`config.mk`:
```
export PLATFORM = sky130hd
export DESIGN_NAME = hilo_mac_sequencer_flat
export DESIGN_NICKNAME = d
export VERILOG_FILES = /design/src/rtl/hilo_mac_sequencer_pkg.sv /design/src/rtl/hilo_mac_sequencer_if.sv /design/src/rtl/hilo_mac_sequencer_core.sv /design/src/rtl/hilo_mac_sequencer.sv /design/src/flat_wrapper.sv
export SDC_FILE = /design/constraint.sdc
export NUM_CORES = 1
export LEC_CHECK = 0
export BUFFER_PORTS_ARGS = -buffer_cell sky130_fd_sc_hd__buf_4
export CORE_MARGIN = 4
export CORE_UTILIZATION = 56
export DETAILED_ROUTE_END_ITERATION = 10
export PLACE_DENSITY = 0.79
export SETUP_SLACK_MARGIN = 0.4
export SLEW_MARGIN = 40
export SYNTH_ARGS = -nofsm -noshare
export SYNTH_HDL_FRONTEND = slang
export SYNTH_SLANG_ARGS = --single-unit
```
`constraint.sdc`:
```
create_clock -name clk -period 4.6 [get_ports clk]
set_input_delay 0.69 -clock clk [delete_from_list [all_inputs] [get_ports clk]]
set_output_delay 0.69 -clock clk [all_outputs]
set_load 0.005 [all_outputs]
```
`src/rtl/hilo_mac_sequencer_pkg.sv`:
```
// Shared types and constants for the HI/LO multiply / multiply-accumulate engine.
package hilo_pkg;

    localparam int XLEN  = 32;
    localparam int CNT_W = $clog2(XLEN);

    typedef enum logic [1:0] {
        MUL   = 2'b00,
        MADD  = 2'b01,
        MADDU = 2'b10,
        MULU  = 2'b11
    } mac_op_e;

    typedef enum logic [1:0] {
        IDLE,
        RUN,
        FIX,
        DONE
    } mac_state_e;

    function automatic logic is_signed_op(mac_op_e op);
        return (op == MUL) || (op == MADD);
    endfunction

    // The most negative value maps onto itself, which is correct when read as unsigned.
    function automatic logic [XLEN-1:0] magnitude(logic [XLEN-1:0] v);
        return v[XLEN-1] ? (~v + 1'b1) : v;
    endfunction

endpackage

```
`src/rtl/hilo_mac_sequencer_if.sv`:
```
// Request/response bundle between the core (master) and the HI/LO engine (slave).
interface hilo_mac_sequencer_if;
    import hilo_pkg::*;

    logic            start;
    logic [1:0]      op;
    logic [XLEN-1:0] a;
    logic [XLEN-1:0] b;
    logic            hi_we;
    logic            lo_we;
    logic [XLEN-1:0] wdata;
    logic [XLEN-1:0] hi;
    logic [XLEN-1:0] lo;
    logic            busy;
    logic            done;
    logic            stall;

    modport master (
        output start, op, a, b, hi_we, lo_we, wdata,
        input  hi, lo, busy, done, stall
    );

    modport slave (
        input  start, op, a, b, hi_we, lo_we, wdata,
        output hi, lo, busy, done, stall
    );

endinterface

```
`src/rtl/hilo_mac_sequencer_core.sv`:
```
// Radix-2 shift-add unsigned multiplier datapath; one partial-product step per cycle.
module shift_add_mul_core
    import hilo_pkg::*;
(
    input  logic              clk,
    input  logic              rst,
    input  logic              load,
    input  logic              step,
    input  logic [XLEN-1:0]   mcand_in,
    input  logic [XLEN-1:0]   mplier_in,
    output logic [2*XLEN-1:0] partial,
    output logic              last
);

    logic [2*XLEN-1:0] mcand_q, mcand_d;
    logic [XLEN-1:0]   mplier_q, mplier_d;
    logic [2*XLEN-1:0] prod_q, prod_d;
    logic [CNT_W-1:0]  cnt_q, cnt_d;

    always_comb begin
        mcand_d  = mcand_q;
        mplier_d = mplier_q;
        prod_d   = prod_q;
        cnt_d    = cnt_q;
        if (load) begin
            mcand_d  = {{XLEN{1'b0}}, mcand_in};
            mplier_d = mplier_in;
            prod_d   = '0;
            cnt_d    = '0;
        end else if (step) begin
            if (mplier_q[0]) begin
                prod_d = prod_q + mcand_q;
            end
            mcand_d  = mcand_q << 1;
            mplier_d = mplier_q >> 1;
            cnt_d    = cnt_q + 1'b1;
        end
    end

    always_ff @(posedge clk) begin
        if (rst) begin
            mcand_q  <= '0;
            mplier_q <= '0;
            prod_q   <= '0;
            cnt_q    <= '0;
        end else begin
            mcand_q  <= mcand_d;
            mplier_q <= mplier_d;
            prod_q   <= prod_d;
            cnt_q    <= cnt_d;
        end
    end

    assign partial = prod_q;
    assign last    = (cnt_q == CNT_W'(XLEN - 1));

endmodule

```
`src/rtl/hilo_mac_sequencer.sv`:
```
// Sequences MUL/MULU/MADD/MADDU over the shift-add core and owns the architectural HI/LO pair.
module hilo_mac_sequencer
    import hilo_pkg::*;
(
    input  logic                 clk,
    input  logic                 rst,
    hilo_mac_sequencer_if.slave  bus
);

    mac_state_e      state_q, state_d;
    mac_op_e         op_q, op_d;
    logic            neg_q, neg_d;
    logic [XLEN-1:0] hi_q, hi_d;
    logic [XLEN-1:0] lo_q, lo_d;
    logic            busy_q, busy_d;
    logic            done_q, done_d;

    mac_op_e           op_in;
    logic              accept;
    logic [XLEN-1:0]   mcand_in;
    logic [XLEN-1:0]   mplier_in;
    logic [2*XLEN-1:0] partial;
    logic [2*XLEN-1:0] product;
    logic              last;

    assign op_in     = mac_op_e'(bus.op);
    assign accept    = (state_q == IDLE) && bus.start;
    assign mcand_in  = is_signed_op(op_in) ? magnitude(bus.a) : bus.a;
    assign mplier_in = is_signed_op(op_in) ? magnitude(bus.b) : bus.b;
    assign product   = neg_q ? (~partial + 1'b1) : partial;

    shift_add_mul_core u_core (
        .clk       (clk),
        .rst       (rst),
        .load      (accept),
        .step      (state_q == RUN),
        .mcand_in  (mcand_in),
        .mplier_in (mplier_in),
        .partial   (partial),
        .last      (last)
    );

    // Direct HI/LO writes only land in a quiet IDLE cycle; a pending start wins.
    always_comb begin
        state_d = state_q;
        op_d    = op_q;
        neg_d   = neg_q;
        hi_d    = hi_q;
        lo_d    = lo_q;
        case (state_q)
            IDLE: begin
                if (bus.start) begin
                    state_d = RUN;
                    op_d    = op_in;
                    neg_d   = is_signed_op(op_in) & (bus.a[XLEN-1] ^ bus.b[XLEN-1]);
                end else begin
                    if (bus.hi_we) hi_d = bus.wdata;
                    if (bus.lo_we) lo_d = bus.wdata;
                end
            end
            RUN: begin
                if (last) state_d = FIX;
            end
            FIX: begin
                if ((op_q == MUL) || (op_q == MULU)) begin
                    {hi_d, lo_d} = product;
                end else begin
                    {hi_d, lo_d} = {hi_q, lo_q} + product;
                end
                state_d = DONE;
            end
            DONE: begin
                state_d = IDLE;
            end
            default: begin
                state_d = IDLE;
            end
        endcase
        busy_d = (state_d == RUN) || (state_d == FIX);
        done_d = (state_d == DONE);
    end

    always_ff @(posedge clk) begin
        if (rst) begin
            state_q <= IDLE;
            op_q    <= MUL;
            neg_q   <= 1'b0;
            hi_q    <= '0;
            lo_q    <= '0;
            busy_q  <= 1'b0;
            done_q  <= 1'b0;
        end else begin
            state_q <= state_d;
            op_q    <= op_d;
            neg_q   <= neg_d;
            hi_q    <= hi_d;
            lo_q    <= lo_d;
            busy_q  <= busy_d;
            done_q  <= done_d;
        end
    end

    assign bus.hi    = hi_q;
    assign bus.lo    = lo_q;
    assign bus.busy  = busy_q;
    assign bus.done  = done_q;
    assign bus.stall = bus.start & ~done_q;

endmodule

```
`src/flat_wrapper.sv`:
```
// flat-port wrapper written by rule: the top's interface ports become plain ports
module hilo_mac_sequencer_flat import hilo_pkg::*;
  (clk, rst, bus_start, bus_op, bus_a, bus_b, bus_hi_we, bus_lo_we, bus_wdata, bus_hi, bus_lo, bus_busy, bus_done, bus_stall);
  hilo_mac_sequencer_if bus_i ();
  input  logic clk;
  input  logic rst;
  input wire logic [$bits(bus_i.start)-1:0] bus_start;
  input wire logic [$bits(bus_i.op)-1:0] bus_op;
  input wire logic [$bits(bus_i.a)-1:0] bus_a;
  input wire logic [$bits(bus_i.b)-1:0] bus_b;
  input wire logic [$bits(bus_i.hi_we)-1:0] bus_hi_we;
  input wire logic [$bits(bus_i.lo_we)-1:0] bus_lo_we;
  input wire logic [$bits(bus_i.wdata)-1:0] bus_wdata;
  output wire logic [$bits(bus_i.hi)-1:0] bus_hi;
  output wire logic [$bits(bus_i.lo)-1:0] bus_lo;
  output wire logic [$bits(bus_i.busy)-1:0] bus_busy;
  output wire logic [$bits(bus_i.done)-1:0] bus_done;
  output wire logic [$bits(bus_i.stall)-1:0] bus_stall;
  assign bus_i.start = bus_start;
  assign bus_i.op = bus_op;
  assign bus_i.a = bus_a;
  assign bus_i.b = bus_b;
  assign bus_i.hi_we = bus_hi_we;
  assign bus_i.lo_we = bus_lo_we;
  assign bus_i.wdata = bus_wdata;
  assign bus_hi = bus_i.hi;
  assign bus_lo = bus_i.lo;
  assign bus_busy = bus_i.busy;
  assign bus_done = bus_i.done;
  assign bus_stall = bus_i.stall;
  hilo_mac_sequencer u_core (.clk(clk), .rst(rst), .bus(bus_i));
endmodule
```
Word-level counts from Yosys, hierarchy flattened
Index checks and enable logic that the tools add are counted.
Widths: inputs -> output; s select.
{"block": "classes", "reduce_logical": 14, "muxes": 20, "bitwise_logic": 7, "div_mod_pow": 0, "n_eq_ne": 12, "n_addsub": 6, "multipliers": 0, "shift": 0, "magnitude_cmp": 0}
{"op": "$mux 32", "count": 14}
{"op": "$add 64x64->64", "count": 2}
{"op": "$pmux 32 s2", "count": 2}
{"op": "$add 32x1->32 const B", "count": 2}
{"op": "$add 64x1->64 const B", "count": 1}
{"op": "$mux 64", "count": 1}
{"op": "$not 32->32", "count": 2}
{"op": "$not 64->64", "count": 1}
{"op": "$eq 2x2->1 const B", "count": 5}
{"op": "$pmux 2 s4", "count": 1}
{"op": "$eq 2x1->1 const B", "count": 3}
{"op": "$logic_not 2->1", "count": 3}
{"op": "$ne 2x2->1 const B", "count": 3}
{"op": "$reduce_and 3->1", "count": 2}
{"op": "$add 5x1->5 const B", "count": 1}
{"op": "$eq 5x5->1 const B", "count": 1}
{"op": "$mux 2", "count": 2}
{"op": "$reduce_and 2->1", "count": 2}
{"op": "$reduce_bool 2->1", "count": 2}
{"op": "$logic_or 1x1->1", "count": 3}
{"op": "$and 1x1->1", "count": 2}
{"op": "$reduce_or 2->1", "count": 1}
{"op": "$logic_and 1x1->1", "count": 1}
{"op": "$not 1->1", "count": 1}
{"op": "$xor 1x1->1", "count": 1}
{"block": "word_totals", "ff_bits": 236, "out_inout_bits": 67, "mem_bits_rw": 0, "latchBits": 0, "rom_bits": 0, "n_memories": 0, "wordCells": 71}

Depth between registers and ports, before layout
Gate-level depths: netlist of run 1.
{"block": "depth", "ltp_word": 6, "ltp_mapped": 21, "ltp_nobuf": 19}

By module
From an unflattened synthesis of run 1, not the netlist that was laid out.
{"block": "hier_totals", "cells_unflattened": 2735, "area_unflattened_um2": 20234.4}
{"mod": "shift_add_mul_core", "cells_per_inst": 1295, "n_inst": 1, "area_per_inst_um2": 10122.2}
{"mod": "hilo_mac_sequencer", "cells_per_inst": 1440, "n_inst": 1, "area_per_inst_um2": 10112.2}

Worst setup path before layout of run 1
Ideal clock, no wire load.
{"block": "synth_timing", "path_type": "flip-flop to flip-flop", "from": "register u_core.u_core.prod_q[12], in the netlist u_core.u_core.partial[12]", "to": "register u_core.hi_q[31], in the netlist u_core.bus.hi[31]", "t_arrival_ps": 4856, "required_ps": 4522, "slack_ps": -334, "path_stages_with_launch": 20, "setup_time_ps": 78, "path_cell_list": "dfxtp_1 or4_4 or4_4 or3_1 clkbuf_1 or3_1 o21ai_0 xnor2_1 ha_1 clkbuf_1 a21o_1 a21o_1 a21oi_1 and2_1 a22o_1 a21oi_1 nand3_1 a21oi_1 mux4_1 nor3_1"}
{"block": "synth_via", "elab_chain_cells": 6}
{"item": "from (decl)", "line": "hilo_mac_sequencer_core.sv:17", "text": "logic [2*XLEN-1:0] prod_q, prod_d;"}
{"item": "from (signal assigned)", "line": "hilo_mac_sequencer_core.sv:49", "text": "prod_q <= prod_d;"}
{"item": "$not 64->64", "line": "hilo_mac_sequencer.sv:30", "text": "assign product = neg_q ? (~partial + 1'b1) : partial;"}
{"item": "$add 64x1->64", "line": "hilo_mac_sequencer.sv:30"}
{"item": "$mux 64 *", "line": "hilo_mac_sequencer.sv:30"}
{"item": "$add 64x64->64", "line": "hilo_mac_sequencer.sv:68", "text": "{hi_d, lo_d} = {hi_q, lo_q} + product;"}
{"item": "$mux 32 *", "line": "hilo_mac_sequencer.sv:65", "text": "if ((op_q == MUL) || (op_q == MULU)) begin"}
{"item": "$pmux 32 s2 *", "line": "hilo_mac_sequencer.sv:50", "text": "case (state_q)"}
{"item": "to (signal assigned)", "line": "hilo_mac_sequencer.sv:96", "text": "hi_q <= hi_d;"}
{"item": "to (decl)", "line": "hilo_mac_sequencer.sv:13", "text": "logic [XLEN-1:0] hi_q, hi_d;"}
Mark *: on every way between the ends. The rest lies on a longest branch, timed or not.
A chain may end at the register's enable or synchronous reset.

Worst setup path after layout of run 1
{"block": "layout_timing", "from": "register u_core.u_core.prod_q[12], in the netlist u_core.u_core.partial[12]", "to": "register u_core.hi_q[21], in the netlist u_core.bus.hi[21]"}
The elaborated chain is that of the path after synthesis.

==> results of run 1 <==
state kept, by name (all words and copies together) (netlist names), 2 cells and up:
| register | flops |
|---|---|
| u_core.bus.lo | 32 |
| u_core.u_core.partial | 64 |
| u_core.u_core.mcand_q | 64 |
| u_core.u_core.mplier_q | 32 |
| u_core.op_q | 2 |
| u_core.bus.hi | 32 |
| u_core.u_core.cnt_q | 5 |
| u_core.state_q | 2 |
per-stage QoR:
stage | setup slack [ns] | std cells | utilization
final | -0.2896 | 3512 | 0.7652
after detailed placement | -0.5006 | 3390 | 0.6708
after global placement | -0.3593 | 3390 | 0.6704
after floorplan | -0.1594 | 2644 | -
after global routing | -0.4056 | 3512 | 0.7652
after CTS | -0.2092 | 3485 | 0.7335
area by class of cell:
class	count	area [um^2]	share of cell area
clock buffer	39	800.8	0.03037
timing repair buffer	533	4170	0.1582
multi-input combinational	2184	15720	0.5961
sequential	236	4731	0.1794
inverter	55	206.4	0.007830
clock inverter	10	171.4	0.006501
tap	455	569.3	0.02159
repair_timing:
item / CTS / global route
endpoints found under the setup margin: 41 / 44
gates cloned: 1 / 0
setup buffers: 45 / 27
pin swaps: 113 / 95
gates resized for setup: 168 / 152
report_power, final:
| part | switching (W) | internal, W |
|---|---|---|
| clock | 0.000936 | 0.00143 |
| combinational | 0.000694 | 0.000515 |
| sequential | 0.0000880 | 0.00212 |
| total | 0.00172 | 0.00407 |
layout by cell type (no fill, tap or decap), types with 9 or more instances in the layout:
cell	n
nand2_1	377
dfxtp_1	231
ha_1	121
o31ai_1	18
o211ai_1	52
o21ai_1	19
o31ai_2	9
nand3_1	38
nor4_1	17
a31oi_1	21
o21ai_2	15
o21ai_0	110
a21oi_1	286
and3_1	14
a21o_1	66
nor2b_1	18
o22ai_1	12
xor2_1	74
clkbuf_16	27
a21oi_2	24
a222oi_1	58
nor3_1	42
ha_4	19
a211oi_1	25
nand4_1	47
buf_4	495
buf_6	35
nor2_1	215
nand2b_1	13
inv_1	52
a311oi_1	9
or4_1	11
o21bai_1	32
or3_1	14
xnor2_1	120
xnor2_2	32
worst max-delay path: stages (launching register included):
cell       delay (ns)
dfxtp_2          0.32
or4_4            0.53
or4_4            0.48
or3_4            0.40
buf_6            0.16
o41ai_4          0.30
xnor2_2          0.18
buf_4            0.17
buf_6            0.11
ha_4             0.16
a21oi_2          0.20
o21bai_1         0.11
a21oi_2          0.23
o2bb2ai_2        0.11
o211ai_1         0.18
buf_4            0.18
buf_6            0.12
a21oi_4          0.06
o21ai_4          0.19
buf_6            0.14
a21oi_2          0.06
o211a_1          0.25
nor3_2           0.15
how the worst max path moves through the flow:
stage	startpoint	end	cells after the start
after floorplan	u_core.u_core.partial[36]	u_core.bus.hi[31]	19
after global placement	u_core.u_core.partial[12]	u_core.bus.hi[31]	17
after detailed placement	u_core.u_core.partial[12]	u_core.bus.hi[31]	17
after CTS	u_core.u_core.partial[36]	u_core.bus.hi[29]	18
after global routing	u_core.u_core.partial[23]	u_core.bus.hi[20]	19
final	u_core.u_core.partial[12]	u_core.bus.hi[21]	22
cells in the mapped netlist (11+ instances only):
master / number
o21ai_0: 143
or4_1: 12
o211ai_1: 52
nand3_1: 42
o21bai_1: 37
a21o_1: 66
nand2b_1: 14
a311oi_1: 11
o31ai_1: 32
a21oi_1: 318
xnor2_1: 153
nor4_1: 21
o41ai_1: 18
nor2_1: 221
a31oi_1: 25
and2_1: 13
or3_1: 17
dfxtp_1: 236
nand4_1: 47
o22ai_1: 12
a211oi_1: 28
inv_1: 55
and3_1: 15
a222oi_1: 58
ha_1: 142
clkbuf_1: 149
nand2_1: 389
nor3_1: 48
buf_1: 18
xor2_1: 76
nor2b_1: 23
per-layer routing:
layer	wire, um	vias to the layer above	GRT usage
li1	-	10550	-
met1	30820	10790	0.4963
met2	33880	1264	0.5784
met3	7744	257	0.06535
met4	3782	2	0.1402
met5	13	-	0
logic make-up (layout without fill, tap and decap cells):
family / Yosys count / in the layout / synth area share
flops: 236 / 236 / 0.2418
compound gates: 896 / 896 / 0.3003
fa+ha+maj: 144 / 144 / 0.09299
simple gates: 906 / 907 / 0.2136
buf+inv: 225 / 637 / 0.04374
xor+xnor: 229 / 229 / 0.1027
mux: 8 / 8 / 0.004932
==> run metrics, run 1 <==
Die W=194.8 um; Max-Cap Viols=0; crit-path max FO=5; Core ar.=34,460 um^2; row cnt=68; hpwl dp=54.94 mm; layout cell share with drive strength beyond 1=0.2758; worst hold path class=in2reg; Die Span Y=194.8 um; via count=22,860; worst setup margin=-0.2896 ns; I/O pin total=170; status=finished, violations left; DRT Pass-1 Iters=7; Worst Path Arrival=5.40 ns; antenna violations before repair=1; reg2reg end=u_core.bus.hi[21]; root buffer cell=clkbuf_16; Slew Limit Fails=0; ys async rst share=0; Critical Path RT=5.11 ns; fillers=2,509; Post-Syn Instances=2,644; slew at the pin closest to its max-slew limit=0.8631 ns; gr usage total=0.3647; total CTS buffers=27; H-tree depth=1; Iter 0 DRT Violations=2,324; Post-Syn Area=19,540 um^2; Pwr per Cell Area=219.4 nW/um^2; Critical Path Source Type=flop; first-pass GRT wire length=114.4 mm; CTS Hold Bufs=0; synthesis-stage register bit count=236; violated checks=negative setup slack; largest net degree at the start of global routing=73; hold path start=bus_op[0]; post-route minimum period=4.890 ns; RSZ-0062 raised after global routing=true; sum of negative setup slack=-4.954 ns; Synth cell types=85; number of buffers added on ports=169; Setup CP Type=reg2reg; hold path cells=3; Layout area overhead=34.95%; EDFF count, synth=0; drt drc=0; Via density=6.508; Setup Skew=0.01122 ns; period utilisation layout=1.063; drt total wl=76.24 mm; worst r2r src=u_core.u_core.partial[12]; clock tree buffer depth=3; Clk Latency, worst-skew pair=0.59 ns; Final #Nets=3,284; Initial Util=0.5670; Max Fclk=0.2045 GHz; die area=37,940 um^2; Primary FF master, synth=dfxtp_1; syn avg cell area=7.389 um^2; CTS tree=yes; worst hold slack=0.3710 ns; Worst VDD drop=0.3679 mV; largest cells by area after synthesis=dfxtp_1 (24%), ha_1 (9.1%), a21oi_1 (8.1%); Syn. warnings=0; setup violators final=33; post-synthesis sequential area ratio=0.2418; GRT Residual Overflow=0; Clk pin slew, worst setup/hold paths=0.06 ns; Fin. Hold Viols=0; Placement Cell Area=23,110 um^2; Design Area, Final=26,370 um^2; CP endpoint kind=flop; Clock Sinks=236; DR WL/cell=21.71 um; max_slew headroom=0.4225; diode count=0; Pwr Total=0.005785 W; Hold Path End=u_core.op_q[0]; syn nets=2,891; P_leak=11.25 nW; register-to-register setup slack=-0.29 ns; R2R depth=22; Detail Route Antenna Nets=0; vias in the first global route=21,180; share of the synthesized area in the top cell type=0.2418; final RePlAce weighted congestion=1.009; largest area contributor in the netlist=dfxtp_1
No activity file was read; power rests on OpenSTA's default activity.
==> run 2: changes to the inputs <==
- CORE_MARGIN: 4 -> 2
- SETUP_SLACK_MARGIN: 0.4 -> default
==> run 2 against run 1 <==
Compared with the run above: the run still ends with negative setup slack left; fmax down 0.35%; global-route usage up 2.9 points; non-clock buffer count up 4; count of clock-buffer cells in the layout down 7; sequential power about the same; critical path type unchanged; final cell count about the same; largest power group unchanged.
==> run metrics, run 2 (synthesis results as in run 1) <==
setup violators final=27 (-18%); cells along the critical path=or4_4 -> or4_4 -> buf_4 -> or3_4 -> o31ai_4 -> xnor2_2 -> ha_4 -> buf_4 -> buf_4 -> buf_4 -> a221o_1 -> o2bb2ai_2 -> o211ai_1 -> buf_4 -> a21oi_2 -> o21ai_1 -> buf_4 -> a21oi_1 -> o211a_1 -> nor3_1; Iter 0 DRT Violations=2,505 (+7.8%); crit-path max FO=5 (unchanged); diode count=0 (unchanged); status=finished, violations left; Sequential Power Share=0.384 (+0.002); Worst Path Arrival=5.39 ns (about the same); P_leak=11.20 nW (-0.45%); vias in the first global route=20,870 (-1.4%); Pwr per Cell Area=221.9 nW/um^2 (+1.1%); Final #Nets=3,288 (+0.12%); Placement Setup Slack=-0.5392 ns (-0.03862 ns); Core ar.=34,460 um^2 (unchanged); slew at the pin closest to its max-slew limit=0.7988 ns (-0.06428 ns); total CTS buffers=27 (unchanged); max_slew headroom=0.4626 (+0.04007); Die W=190.8 um (-2.1%); Clk pin slew, worst setup/hold paths=0.07 ns (about the same); DR WL/cell=21.55 um (-0.74%); CP max-delay cell=or4_4; Slew Limit Fails=0 (unchanged); Clk pwr share=0.409 (about the same); Critical Path Source Type=flop; Placement Cell Area=23,220 um^2 (+0.47%); Setup Skew=0.02439 ns (+0.01317 ns); Fin. Hold Viols=0 (unchanged); Clock Sinks=236 (unchanged); clock tree buffer depth=3 (unchanged); I/O pin total=170 (unchanged); Initial Util=0.5670 (unchanged); first-pass GRT wire length=114.4 mm (about the same); Setup CP Type=reg2reg; Sw Share=0.2994 (+0.002511); gr usage total=0.3940 (+0.02922); root buffer cell=clkbuf_16; internal cell power=0.004027 W (-1.0%); Design Area, Final=25,900 um^2 (-1.8%); Worst VDD drop=0.3358 mV (-8.7%); Detail Route Antenna Nets=0 (unchanged); number of buffers added on ports=169 (unchanged); final RePlAce weighted congestion=0.9870 (-2.2%); CP endpoint kind=flop; commonest non-fill, non-tap cell in the layout=buf_4; worst hold path class=in2reg; GRT Residual Overflow=0 (unchanged); hold path start=bus_op[0]; period utilisation layout=1.067 (+0.003681); violated checks=negative setup slack; crit path launch=u_core.u_core.partial[12]; antenna violations before repair=0 (-1); largest net degree at the start of global routing=96 (+32%); drt total wl=75.74 mm (-0.66%); H-tree depth=1 (unchanged); Max-Cap Viols=0 (unchanged); layout cell share with drive strength beyond 1=0.2663 (-0.009421); crit-path max cell delay=0.53 ns (about the same); RSZ-0062 raised after global routing=true; die area=36,400 um^2 (-4.1%); Worst path most repeated cell=buf_4; Net Switching=0.001721 W (+0.20%); power share of the combinational group=0.208 (about the same); Max Fclk=0.2038 GHz (-0.35%); post-route minimum period=4.907 ns (+0.01693 ns); worst setup margin=-0.3065 ns (-0.01693 ns); Layout area overhead=32.58%; via count=22,830 (-0.11%); Clk Latency, worst-skew pair=0.57 ns (-0.02 ns); DRT Pass-1 Iters=11 (+4); worst r2r src=u_core.u_core.partial[12]; hpwl dp=55.87 mm (+1.7%); Critical Path RT=5.09 ns (-0.02 ns); row cnt=68 (unchanged); drt drc=0 (unchanged); CTS tree=yes; fillers=2,612 (+4.1%); worst hold slack=0.4018 ns (+0.03076 ns); most frequent cells in the layout=buf_4 (523), nand2_1 (379), a21oi_1 (293); Via density=6.495 (-0.20%); Die Span Y=190.8 um (-2.1%)
run 2: cell type report:
class | instances | area (um^2) | share of cell area
timing repair buffer | 537 | 4088 | 0.1578
multi-input combinational | 2184 | 15360 | 0.5930
clock buffer | 32 | 724.4 | 0.02797
tap | 455 | 569.3 | 0.02198
sequential | 236 | 4731 | 0.1826
clock inverter | 16 | 222.7 | 0.008598
inverter | 55 | 206.4 | 0.007970
run 2: worst paths after layout:
check	slack, ns	to	cells after the start
worst min register to register	0.46	u_core.u_core.cnt_q[4]	2
worst min-delay path	0.40	u_core.op_q[0]	3
worst max-delay path	-0.31	u_core.bus.hi[21]	20
worst max register to register	-0.31	u_core.bus.hi[21]	20
run 2: metrics by stage:
step | setup TNS [ns] | total power, W | instances | utilization
final | -3.288 | 0.005748 | 3515 | 0.7517
after global routing | -7.320 | 0.005904 | 3515 | 0.7517
after CTS | -0.9262 | 0.005629 | 3492 | 0.7230
after detailed placement | -8.240 | 0.003279 | 3418 | 0.6739
after global placement | -5.881 | 0.003250 | 3418 | 0.6738
after floorplan | -0.3164 | 0.002827 | 2644 | -
run 2: worst max-delay path: cells and delay by family (launching register included):
kind,cells,cell delay [ns]
XOR/XNOR,1,0.20
AO/OA/AOI/OAI,8,1.62
buffers and inverters,6,0.89
flip-flops,1,0.32
AND/OR/NAND/NOR,4,1.53
adder cells (fa/ha/maj),1,0.26
run 2: repair_timing:
action	CTS	global route
resized for setup	111	139
setup endpoints to repair	34	35
hold buffers	0	0
gates cloned	0	1
setup buffers	27	23
pin swaps	62	45
run 2: metal layers:
| layer | GRT usage | wire length [um] | share of wire |
|---|---|---|---|
| met4 | 0.1425 | 3346 | 0.044 |
| met2 | 0.6201 | 32920 | 0.43 |
| met1 | 0.5371 | 31730 | 0.42 |
| met5 | 0 | 0 | 0 |
| met3 | 0.07195 | 7735 | 0.10 |
run 2: power groups by stage:
stage | Sequential, W | Combinational [W] | Clock [W]
global route | 0.00221 | 0.00127 | 0.00242
CTS | 0.00220 | 0.00109 | 0.00234
global placement | 0.00224 | 0.00101 | 0
finish | 0.00221 | 0.00119 | 0.00235
floorplan | 0.00221 | 0.000615 | 0
detailed placement | 0.00224 | 0.00104 | 0
